File: src/rtl/ps2_keymap_decoder_if.sv
// ps2_keymap_decoder_if: scan-byte input and decoded key/volume event bundle.
interface ps2_keymap_decoder_if #(parameter int KEY_CNT = 8);
  logic [7:0]                 ps2_data_i;
  logic                       ps2_data_val_i;
  logic [$clog2(KEY_CNT)-1:0] key_num_o;
  logic                       key_press_o;
  logic                       key_evt_val_o;
  logic [KEY_CNT-1:0]         key_held_o;
  logic                       vol_cntrl_o;
  logic                       vol_cntrl_val_o;
  logic                       seq_err_o;
  modport master (
    output ps2_data_i, ps2_data_val_i,
    input  key_num_o, key_press_o, key_evt_val_o, key_held_o,
           vol_cntrl_o, vol_cntrl_val_o, seq_err_o
  );
  modport slave (
    input  ps2_data_i, ps2_data_val_i,
    output key_num_o, key_press_o, key_evt_val_o, key_held_o,
           vol_cntrl_o, vol_cntrl_val_o, seq_err_o
  );
endinterface

File: src/rtl/ps2_keymap_decoder.sv
// ps2_keymap_decoder: PS/2 scan-code prefix FSM, key table lookup, held bitmap,
// typematic filtering and registered key/volume events.
module ps2_keymap_decoder #(
  parameter int           KEY_CNT     = 8,
  parameter logic [255:0] KEY_CODES   = {192'h0, 64'h3E3D362E25261E16},
  parameter bit           REPEAT_EN   = 1'b0,
  parameter int           TIMEOUT_CYC = 1_000_000
) (
  input logic clk_i,
  input logic rst_n_i,
  ps2_keymap_decoder_if.slave bus
);
  localparam int KW = $clog2(KEY_CNT);
  localparam int TW = $clog2(TIMEOUT_CYC + 1);
  localparam logic [2:0] S_IDLE    = 3'd0;
  localparam logic [2:0] S_EXT     = 3'd1;
  localparam logic [2:0] S_BRK     = 3'd2;
  localparam logic [2:0] S_EXT_BRK = 3'd3;
  localparam logic [2:0] S_PAUSE   = 3'd4;

  logic [2:0]         r_state, w_next;
  logic [2:0]         r_skip;
  logic [TW-1:0]      r_cnt;
  logic [KW-1:0]      r_key_num;
  logic               r_key_press, r_key_evt;
  logic [KEY_CNT-1:0] r_held;
  logic               r_vol, r_vol_val, r_err;
  logic               r_vup, r_vdn;

  logic [7:0]    w_byte;
  logic          w_val, w_e0, w_e1, w_f0, w_pfx, w_ignore;
  logic          w_hit;
  logic [KW-1:0] w_idx;
  logic          w_make, w_brk, w_xmake, w_xbrk, w_perr, w_tout;
  logic          w_press_evt, w_rel_evt, w_vup, w_vdn, w_vol_evt;

  assign w_byte   = bus.ps2_data_i;
  assign w_val    = bus.ps2_data_val_i;
  assign w_e0     = w_byte == 8'hE0;
  assign w_e1     = w_byte == 8'hE1;
  assign w_f0     = w_byte == 8'hF0;
  assign w_pfx    = w_e0 | w_e1 | w_f0;
  assign w_ignore = w_byte == 8'hAA || w_byte == 8'hFA || w_byte == 8'hFE ||
                    w_byte == 8'hEE || w_byte == 8'h00 || w_byte == 8'hFF;

  // Scan downward so the lowest matching entry is the one left standing
  always_comb begin
    w_hit = 1'b0;
    w_idx = '0;
    for (int k = KEY_CNT - 1; k >= 0; k--)
      if (KEY_CODES[8*k +: 8] == w_byte) begin
        w_hit = 1'b1;
        w_idx = KW'(k);
      end
  end

  assign w_make  = w_val && r_state == S_IDLE && !w_pfx && !w_ignore;
  assign w_brk   = w_val && r_state == S_BRK && !w_pfx;
  assign w_xmake = w_val && r_state == S_EXT && !w_pfx;
  assign w_xbrk  = w_val && r_state == S_EXT_BRK && !w_pfx;
  assign w_perr  = w_val && ((r_state == S_EXT && (w_e0 || w_e1)) ||
                   ((r_state == S_BRK || r_state == S_EXT_BRK) && w_pfx));
  // Fires on the idle clock that would bring the count up to TIMEOUT_CYC
  assign w_tout  = !w_val && r_state != S_IDLE && r_cnt == TW'(TIMEOUT_CYC - 1);

  assign w_press_evt = w_make && w_hit && (!r_held[w_idx] || REPEAT_EN);
  assign w_rel_evt   = w_brk && w_hit && r_held[w_idx];
  assign w_vup       = w_xmake && w_byte == 8'h32;
  assign w_vdn       = w_xmake && w_byte == 8'h21;
  assign w_vol_evt   = (w_vup && (!r_vup || REPEAT_EN)) || (w_vdn && (!r_vdn || REPEAT_EN));

  always_comb begin
    w_next = r_state;
    if (w_val)
      case (r_state)
        S_IDLE:  w_next = w_e0 ? S_EXT : w_f0 ? S_BRK : w_e1 ? S_PAUSE : S_IDLE;
        S_EXT:   w_next = w_f0 ? S_EXT_BRK : S_IDLE;
        S_PAUSE: w_next = r_skip == 3'd1 ? S_IDLE : S_PAUSE;
        default: w_next = S_IDLE;
      endcase
    else if (w_tout)
      w_next = S_IDLE;
  end

  always_ff @(posedge clk_i or negedge rst_n_i) begin
    if (!rst_n_i) begin
      r_state     <= S_IDLE;
      r_skip      <= '0;
      r_cnt       <= '0;
      r_key_num   <= '0;
      r_key_press <= 1'b0;
      r_key_evt   <= 1'b0;
      r_held      <= '0;
      r_vol       <= 1'b0;
      r_vol_val   <= 1'b0;
      r_err       <= 1'b0;
      r_vup       <= 1'b0;
      r_vdn       <= 1'b0;
    end else begin
      r_state   <= w_next;
      r_cnt     <= (w_val || w_tout) ? '0 : (r_state != S_IDLE) ? r_cnt + 1'b1 : r_cnt;
      r_err     <= w_perr || w_tout;
      r_key_evt <= w_press_evt || w_rel_evt;
      r_vol_val <= w_vol_evt;
      if (w_val && r_state == S_IDLE && w_e1)
        r_skip <= 3'd7;
      else if (w_val && r_state == S_PAUSE)
        r_skip <= r_skip - 1'b1;
      if (w_press_evt || w_rel_evt) begin
        r_key_num   <= w_idx;
        r_key_press <= w_press_evt;
      end
      if (w_make && w_hit)
        r_held[w_idx] <= 1'b1;
      if (w_rel_evt)
        r_held[w_idx] <= 1'b0;
      if (w_vol_evt)
        r_vol <= w_vup;
      if (w_vup)
        r_vup <= 1'b1;
      else if (w_xbrk && w_byte == 8'h32)
        r_vup <= 1'b0;
      if (w_vdn)
        r_vdn <= 1'b1;
      else if (w_xbrk && w_byte == 8'h21)
        r_vdn <= 1'b0;
    end
  end

  assign bus.key_num_o       = r_key_num;
  assign bus.key_press_o     = r_key_press;
  assign bus.key_evt_val_o   = r_key_evt;
  assign bus.key_held_o      = r_held;
  assign bus.vol_cntrl_o     = r_vol;
  assign bus.vol_cntrl_val_o = r_vol_val;
  assign bus.seq_err_o       = r_err;
endmodule

File: src/flat_wrapper.sv
// flat-port wrapper written by rule: the top's interface ports become plain ports
module ps2_keymap_decoder_flat 
#(
  parameter int           KEY_CNT     = 8,
  parameter logic [255:0] KEY_CODES   = {192'h0, 64'h3E3D362E25261E16},
  parameter bit           REPEAT_EN   = 1'b0,
  parameter int           TIMEOUT_CYC = 1_000_000
)
  (clk_i, rst_n_i, bus_ps2_data_i, bus_ps2_data_val_i, bus_key_num_o, bus_key_press_o, bus_key_evt_val_o, bus_key_held_o, bus_vol_cntrl_o, bus_vol_cntrl_val_o, bus_seq_err_o);
  ps2_keymap_decoder_if #(.KEY_CNT(KEY_CNT)) bus_i ();
  input logic clk_i;
  input logic rst_n_i;
  input wire logic [$bits(bus_i.ps2_data_i)-1:0] bus_ps2_data_i;
  input wire logic [$bits(bus_i.ps2_data_val_i)-1:0] bus_ps2_data_val_i;
  output wire logic [$bits(bus_i.key_num_o)-1:0] bus_key_num_o;
  output wire logic [$bits(bus_i.key_press_o)-1:0] bus_key_press_o;
  output wire logic [$bits(bus_i.key_evt_val_o)-1:0] bus_key_evt_val_o;
  output wire logic [$bits(bus_i.key_held_o)-1:0] bus_key_held_o;
  output wire logic [$bits(bus_i.vol_cntrl_o)-1:0] bus_vol_cntrl_o;
  output wire logic [$bits(bus_i.vol_cntrl_val_o)-1:0] bus_vol_cntrl_val_o;
  output wire logic [$bits(bus_i.seq_err_o)-1:0] bus_seq_err_o;
  assign bus_i.ps2_data_i = bus_ps2_data_i;
  assign bus_i.ps2_data_val_i = bus_ps2_data_val_i;
  assign bus_key_num_o = bus_i.key_num_o;
  assign bus_key_press_o = bus_i.key_press_o;
  assign bus_key_evt_val_o = bus_i.key_evt_val_o;
  assign bus_key_held_o = bus_i.key_held_o;
  assign bus_vol_cntrl_o = bus_i.vol_cntrl_o;
  assign bus_vol_cntrl_val_o = bus_i.vol_cntrl_val_o;
  assign bus_seq_err_o = bus_i.seq_err_o;
  ps2_keymap_decoder #(.KEY_CNT(KEY_CNT), .KEY_CODES(KEY_CODES), .REPEAT_EN(REPEAT_EN), .TIMEOUT_CYC(TIMEOUT_CYC)) u_core (.clk_i(clk_i), .rst_n_i(rst_n_i), .bus(bus_i));
endmodule
File: config.mk
export PLATFORM = sky130hd
export DESIGN_NAME = ps2_keymap_decoder_flat
export DESIGN_NICKNAME = d
export VERILOG_FILES = /design/src/rtl/ps2_keymap_decoder_if.sv /design/src/rtl/ps2_keymap_decoder.sv /design/src/flat_wrapper.sv
export SDC_FILE = /design/constraint.sdc
export NUM_CORES = 1
export LEC_CHECK = 0
export ABC_AREA = 1
export CORE_ASPECT_RATIO = 1.75
export CORE_MARGIN = 5
export CORE_UTILIZATION = 30
export CTS_BUF_LIST = sky130_fd_sc_hd__clkbuf_8
export CTS_CLUSTER_SIZE = 25
export DETAILED_ROUTE_END_ITERATION = 16
export PLACE_DENSITY = 0.59
export SLEW_MARGIN = 10
export SYNTH_ARGS = -nofsm -noshare
export SYNTH_HDL_FRONTEND = slang
export SYNTH_SLANG_ARGS = --single-unit
File: constraint.sdc
create_clock -name clk_i -period 1.7 [get_ports clk_i]
set_input_delay 0.34 -clock clk_i [delete_from_list [all_inputs] [get_ports clk_i]]
set_output_delay 0.34 -clock clk_i [all_outputs]
set_load 0.02 [all_outputs]
==> run summary, run 1 <==
Synth-to-Final Area Change = 58.82%
Leading area contributor after synthesis = dfrtp_1
Vias after detailed routing = 2796
CP Launch Type = register
Final Cycle Share = 100.3%
Hold_ws = -0.005781 ns
Most frequent cell after synthesis = nand2_1
Crit path cell chain = inv_2, nand2_4, nor2_4, inv_2, nor2_4, o211ai_1, nor2_2, nand2_2, o21bai_4, nand2_2, buf_4
Post-synthesis async set-or-reset flop share = 100.0%
Status = finished, violations left
PwrDens = 548.3 nW/µm²
Leakage Power = 2.076 nW
Antenna-violating nets left = 0
Fraction of final layout cells sized beyond drive strength 1 = 45.09%
Num CTS Buffers = 5
Syn nets = 367
Die Y = 134.0 µm
Slew @ Worst Pin = 0.3395 ns
Fin crit period = 1.705 ns
Vias in the first global route = 2913
Multi-input logic area = 1619 µm²
# nets final = 492
CTS clk-pin slew, worst paths = 0.08 ns
Buffers on Ports = 26
Slew Limit Fails = 0
First-pass detailed-route iteration total = 4
Top-area cell type share of the netlist area = 41.75%
Final cell count without fillers = 596
Maximum clock rate = 586.4 MHz
Library cells used by synthesis = 30
HPWL Detailed = 5772 µm
Post-placement cell count = 563
Hold_buf cts = 0
Violated checks = hold timing, setup timing
Number of synthesized flops with an enable pin = 0
Vias per inst = 4.691
Largest net degree at the start of global routing = 45
Final global-route overflow total = 0
Post-synthesis sequential area ratio = 41.75%
IO Pins = 27
DIE WIDTH = 80.88 µm
Clk_skew = 0.004257 ns
Synth cell count leaders = nand2_1 (66), inv_1 (63), dfrtp_1 (44)
Clk buf depth = 2
Initial antenna violation count = 0
Core area = 8615 µm²
Worst setup path class = reg -> reg
Synthesis Warnings = 0
Setup_tns = -0.01185 ns
Final WL = 7974 µm
Clock Sinks = 44
Fill cell count = 825
Worst vdd ir = 499.1 µV
Fin. Hold Viols = 3
ANT cells = 0
M2 GR Usage = 28.64%
Global routing's busiest layer = met2
Synth Instances = 353
Global Route Usage Sum = 14.90%
Clock Root Buffer = clkbuf_8
DR iter-0 viols = 63
PnR worst setup slack = -0.005321 ns
Critical path peak fanout = 5
Die ar. = 10840 µm²
CP endpoint kind = register
H-tree depth = 2
Worst EP required = 1.95 ns
Met1 Usage GRT = 14.85%
Main synth FF type = dfrtp_1
Worst slack, placed = -0.8109 ns
Initial Util = 30.62%
Crit path DAT = 1.95 ns
Slowest stage delay, CP = 0.40 ns
Top cells by area, synth = dfrtp_1 (42%), nand2_1 (9.4%), inv_1 (9.0%), o21ai_0 (4.4%), nand3_1 (4.2%)
Synthesized area per cell = 7.472 µm²
Yosys reg bits = 44
First-pass GRT wire length = 12640 µm
CTS tree = done
Worst hold path type = in -> async
Wirelength per Cell = 13.38 µm
Register area = 1105 µm²
Clock latency on the worst-skew pair = 0.30 ns
Max Cap Viol = 0
Final Wtd Congestion = 0.9077
Rows = 45
DRC Markers = 0
Mapped cell area = 2638 µm²
Slowest stage cell, crit path = dfrtp_1
Grt met3 use = 2.621%
Final setup fails = 3
Worst slew margin = 77.30%
RSZ-0062 raised after global routing = true
[state kept, by name, indices dropped and copies added (netlist names), 3 cells and up]
name,count
u_core.r_state,3
u_core.r_cnt,20
u_core.bus.key_held_o,8
u_core.r_skip,3
u_core.bus.key_num_o,3
[metal layers]
metal | up-vias | routed length, µm
met5 | - | 0
met4 | 0 | 231
met3 | 17 | 248
met2 | 44 | 4590
met1 | 1340 | 2903
li1 | 1395 | -
[power by group]
| group | switching [W] | total, W | internal [W] |
|---|---|---|---|
| combinational | 0.000276 | 0.000491 | 0.000215 |
| sequential | 0.0000295 | 0.00112 | 0.00109 |
| clock | 0.000358 | 0.000683 | 0.000325 |
[kinds of logic after synthesis]
family	share of synthesized area, %
adders and majority gates	1.423
xor gates and xnor gates	0.3321
buffers and inverters	9.820
AOI/OAI and AO/OA	13.99
and+or+nand+nor	32.69
DFF	41.75
[layout by cell type, fill, tap and decap left out, types with 2 or more instances in the layout]
cell type and n:
inv_2 16, nand2_1 51, nor3_1 12, a21oi_1 11, o21a_1 8, nor2_2 8, nand4_1 9, buf_2 9
o21ai_2 7, nor3_2 8, nor2_1 15, clkdlybuf4s50_1 14, inv_1 48, nand2_4 12, o21ai_0 14, ha_1 2
clkinv_2 2, nand3_2 4, a21oi_2 6, nand3_1 19, dfrtp_2 3, nor4_1 3, o21ai_1 2, nand2_2 13
dlymetal6s2s_1 2, buf_4 83, clkbuf_8 6, buf_6 11, o21bai_1 5, nor2_4 20, dfrtp_1 41
[final timing paths]
kind                                             to  depth (start not counted)              startpoint  slack, ns
max reg2reg                u_core.bus.key_evt_val_o                         11       u_core.r_state[2]     -0.005
max                        u_core.bus.key_evt_val_o                         11       u_core.r_state[2]     -0.005
min                        u_core.bus.key_held_o[4]                          2                 rst_n_i     -0.006
min in group clk_i           u_core.bus.key_press_o                          2  u_core.bus.key_press_o       0.49
max in group asynchronous          u_core.r_cnt[12]                          2                 rst_n_i       1.46
min reg2reg                  u_core.bus.key_press_o                          2  u_core.bus.key_press_o       0.49
[per-stage QoR]
step | hold slack [ns] | util (%) | total power, W | instance area (µm²)
floorplan | 0.04441 | - | 0.001347 | 2638
global placement | 0.3390 | 41.31 | 0.001548 | 3558
CTS | 0.006707 | 45.78 | 0.002309 | 3944
global route | 0.0004429 | 48.63 | 0.002441 | 4189
finish | -0.005781 | 48.63 | 0.002297 | 4189
detailed placement | 0.3425 | 41.31 | 0.001564 | 3558
[critical path, delay by kind of cell (launching register included)]
family                 cells  cell delay [ns]
flip-flops                 1             0.40
AO/OA/AOI/OAI              2             0.33
AND/OR/NAND/NOR            6             0.66
buffers and inverters      3             0.27
[final cells by class]
class | count | share of cell area, %
Multi-Input combinational cell | 242 | 38.65
Sequential cell | 44 | 26.37
Timing Repair Buffer | 121 | 23.54
Inverter | 64 | 5.735
Tap cell | 117 | 3.495
Clock buffer | 6 | 1.971
Clock inverter | 2 | 0.2389
[repair_timing]
action | in CTS | in global routing
buffers inserted | 25 | 2
gates resized for setup | 78 | 79
pin swaps | 28 | 13
setup endpoints to repair | 25 | 38
gates cloned | 0 | 0
(Power assumes the default switching activity.)
==> inputs of run 2 (changes only) <==
- CELL_PAD_IN_SITES_DETAIL_PLACEMENT: default -> 2
- CELL_PAD_IN_SITES_GLOBAL_PLACEMENT: default -> 2
- CTS_BUF_LIST: sky130_fd_sc_hd__clkbuf_8 -> default
- PLACE_DENSITY: 0.59 -> 0.86
==> run summary, run 2 (synthesis gave the netlist of run 1 again) <==
Vias per inst = 5.616
Worst slack, placed = -0.9899 ns
Clock Root Buffer = clkbuf_16
Worst vdd ir = 903.7 µV
Final Cycle Share = 121.0%
Die ar. = 10840 µm²
DRC Markers = 0
Final Wtd Congestion = 0.8686
Num CTS Buffers = 5
Die Y = 134.0 µm
CTS tree = done
Post-placement cell count = 570
CP endpoint kind = register
First-pass GRT wire length = 22500 µm
First-pass detailed-route iteration total = 4
Core area = 8615 µm²
# nets final = 519
Maximum clock rate = 486.1 MHz
Final cell count without fillers = 623
Synth-to-Final Area Change = 77.70%
Setup_tns = -7.929 ns
CP Launch Type = register
Clock latency on the worst-skew pair = 0.32 ns
Reg with most FFs = u_core.r_cnt
Leakage Power = 2.305 nW
Fin crit period = 2.057 ns
Global Route Usage Sum = 28.70%
Initial antenna violation count = 0
IO Pins = 27
Largest net degree at the start of global routing = 45
Worst setup path class = reg -> reg
Rows = 45
Tot Pwr = 0.003177 W
Fraction of final layout cells sized beyond drive strength 1 = 53.36%
Crit path DAT = 2.24 ns
Clk buf depth = 2
Max Cap Viol = 0
Fill cell count = 910
Worst EP required = 1.88 ns
Final WL = 18650 µm
Clock Sinks = 44
PwrDens = 677.9 nW/µm²
Most frequent cells in the layout = buf_4 (108), inv_1 (46), dfrtp_1 (44)
HPWL Detailed = 8957 µm
Final global-route overflow total = 0
Antenna-violating nets left = 0
ANT cells = 0
Most common cell after layout, fill and taps aside = buf_4
Hold_ws = 0.01433 ns
Worst slew margin = 65.04%
Wirelength per Cell = 29.94 µm
Slew Limit Fails = 0
Critical path peak fanout = 4
Fin. Hold Viols = 0
CTS clk-pin slew, worst paths = 0.08 ns
Clk_skew = 0.01983 ns
Max reg flops = 20
Status = finished, violations left
DIE WIDTH = 80.88 µm
Violated checks = setup timing
PnR worst setup slack = -0.3571 ns
H-tree depth = 2
Initial Util = 30.62%
Slew @ Worst Pin = 0.5197 ns
Hold_buf cts = 0
Vias after detailed routing = 3499
Vias in the first global route = 3848
Buffers on Ports = 26
Final setup fails = 43
Worst hold path type = in -> async
RSZ-0062 raised after global routing = true
DR iter-0 viols = 140
[run 2: layer usage]
layer / global-route usage (%) / up-vias / share of wire, %
li1: - / 1458 / -
met1: 24.32 / 1754 / 30
met2: 55.26 / 174 / 56
met3: 3.763 / 113 / 3.9
met4: 24.15 / 0 / 10
met5: 0 / - / 0
[run 2: timing repair]
item                                    CTS  global route
resized for setup                       123            85
gates cloned                              0             1
endpoints found under the setup margin   41            45
hold endpoints to repair                  0             0
pin swaps                                34            37
setup buffers                            26            20
[run 2: worst paths after layout]
check,startpoint,endpoint,slack (ns),depth (start not counted)
min in group clk_i,u_core.bus.key_press_o,u_core.bus.key_press_o,0.54,2
worst min register to register,u_core.bus.key_press_o,u_core.bus.key_press_o,0.54,2
worst max register to register,u_core.r_cnt[6],u_core.r_cnt[18],-0.36,11
worst max-delay path,u_core.r_cnt[6],u_core.r_cnt[18],-0.36,11
max in group asynchronous,rst_n_i,u_core.r_cnt[13],1.42,2
worst min-delay path,rst_n_i,u_core.bus.key_held_o[3],0.01,2
[run 2: through the flow]
stage               util (%)  cell area [µm²]
floorplan                  -             2638
global placement       41.92             3611
detailed placement     41.92             3611
CTS                    48.86             4209
global route           54.41             4687
finish                 54.41             4687
[run 2: layout make-up]
class | instances | area [µm²] | area share [%]
Tap cell | 117 | 146.4 | 3.123
Inverter | 64 | 250.2 | 5.339
Clock inverter | 3 | 46.29 | 0.9877
Timing Repair Buffer | 148 | 1225 | 26.13
Clock buffer | 5 | 125.1 | 2.670
Multi-Input combinational cell | 242 | 1793 | 38.25
Sequential cell | 44 | 1101 | 23.49
[run 2: critical path, stage by stage, from the launching register on]
cell and delay [ns]:
dfrtp_1 0.39, inv_1 0.12, nor3_1 0.28, nand2_1 0.14
nor2_2 0.16, nand2_1 0.09, inv_2 0.08, nand2_4 0.06
nor2_4 0.14, nand3_4 0.12, o21ai_0 0.30, a21oi_2 0.06
[run 2: power by group]
group	internal [W]	switching [W]	leakage, nW	total [W]
clock network	0.000702	0.000534	0.0804	0.00124
logic	0.000320	0.000474	1.64	0.000794
registers	0.00109	0.0000534	0.582	0.00115
total	0.00212	0.00106	2.31	0.00318
==> inputs of run 3 (changes only) <==
- ABC_CLOCK_PERIOD_IN_PS: default -> 1700
==> results of run 3 <==
No change in the layout: final DEF, timing and power equal those of run 2.
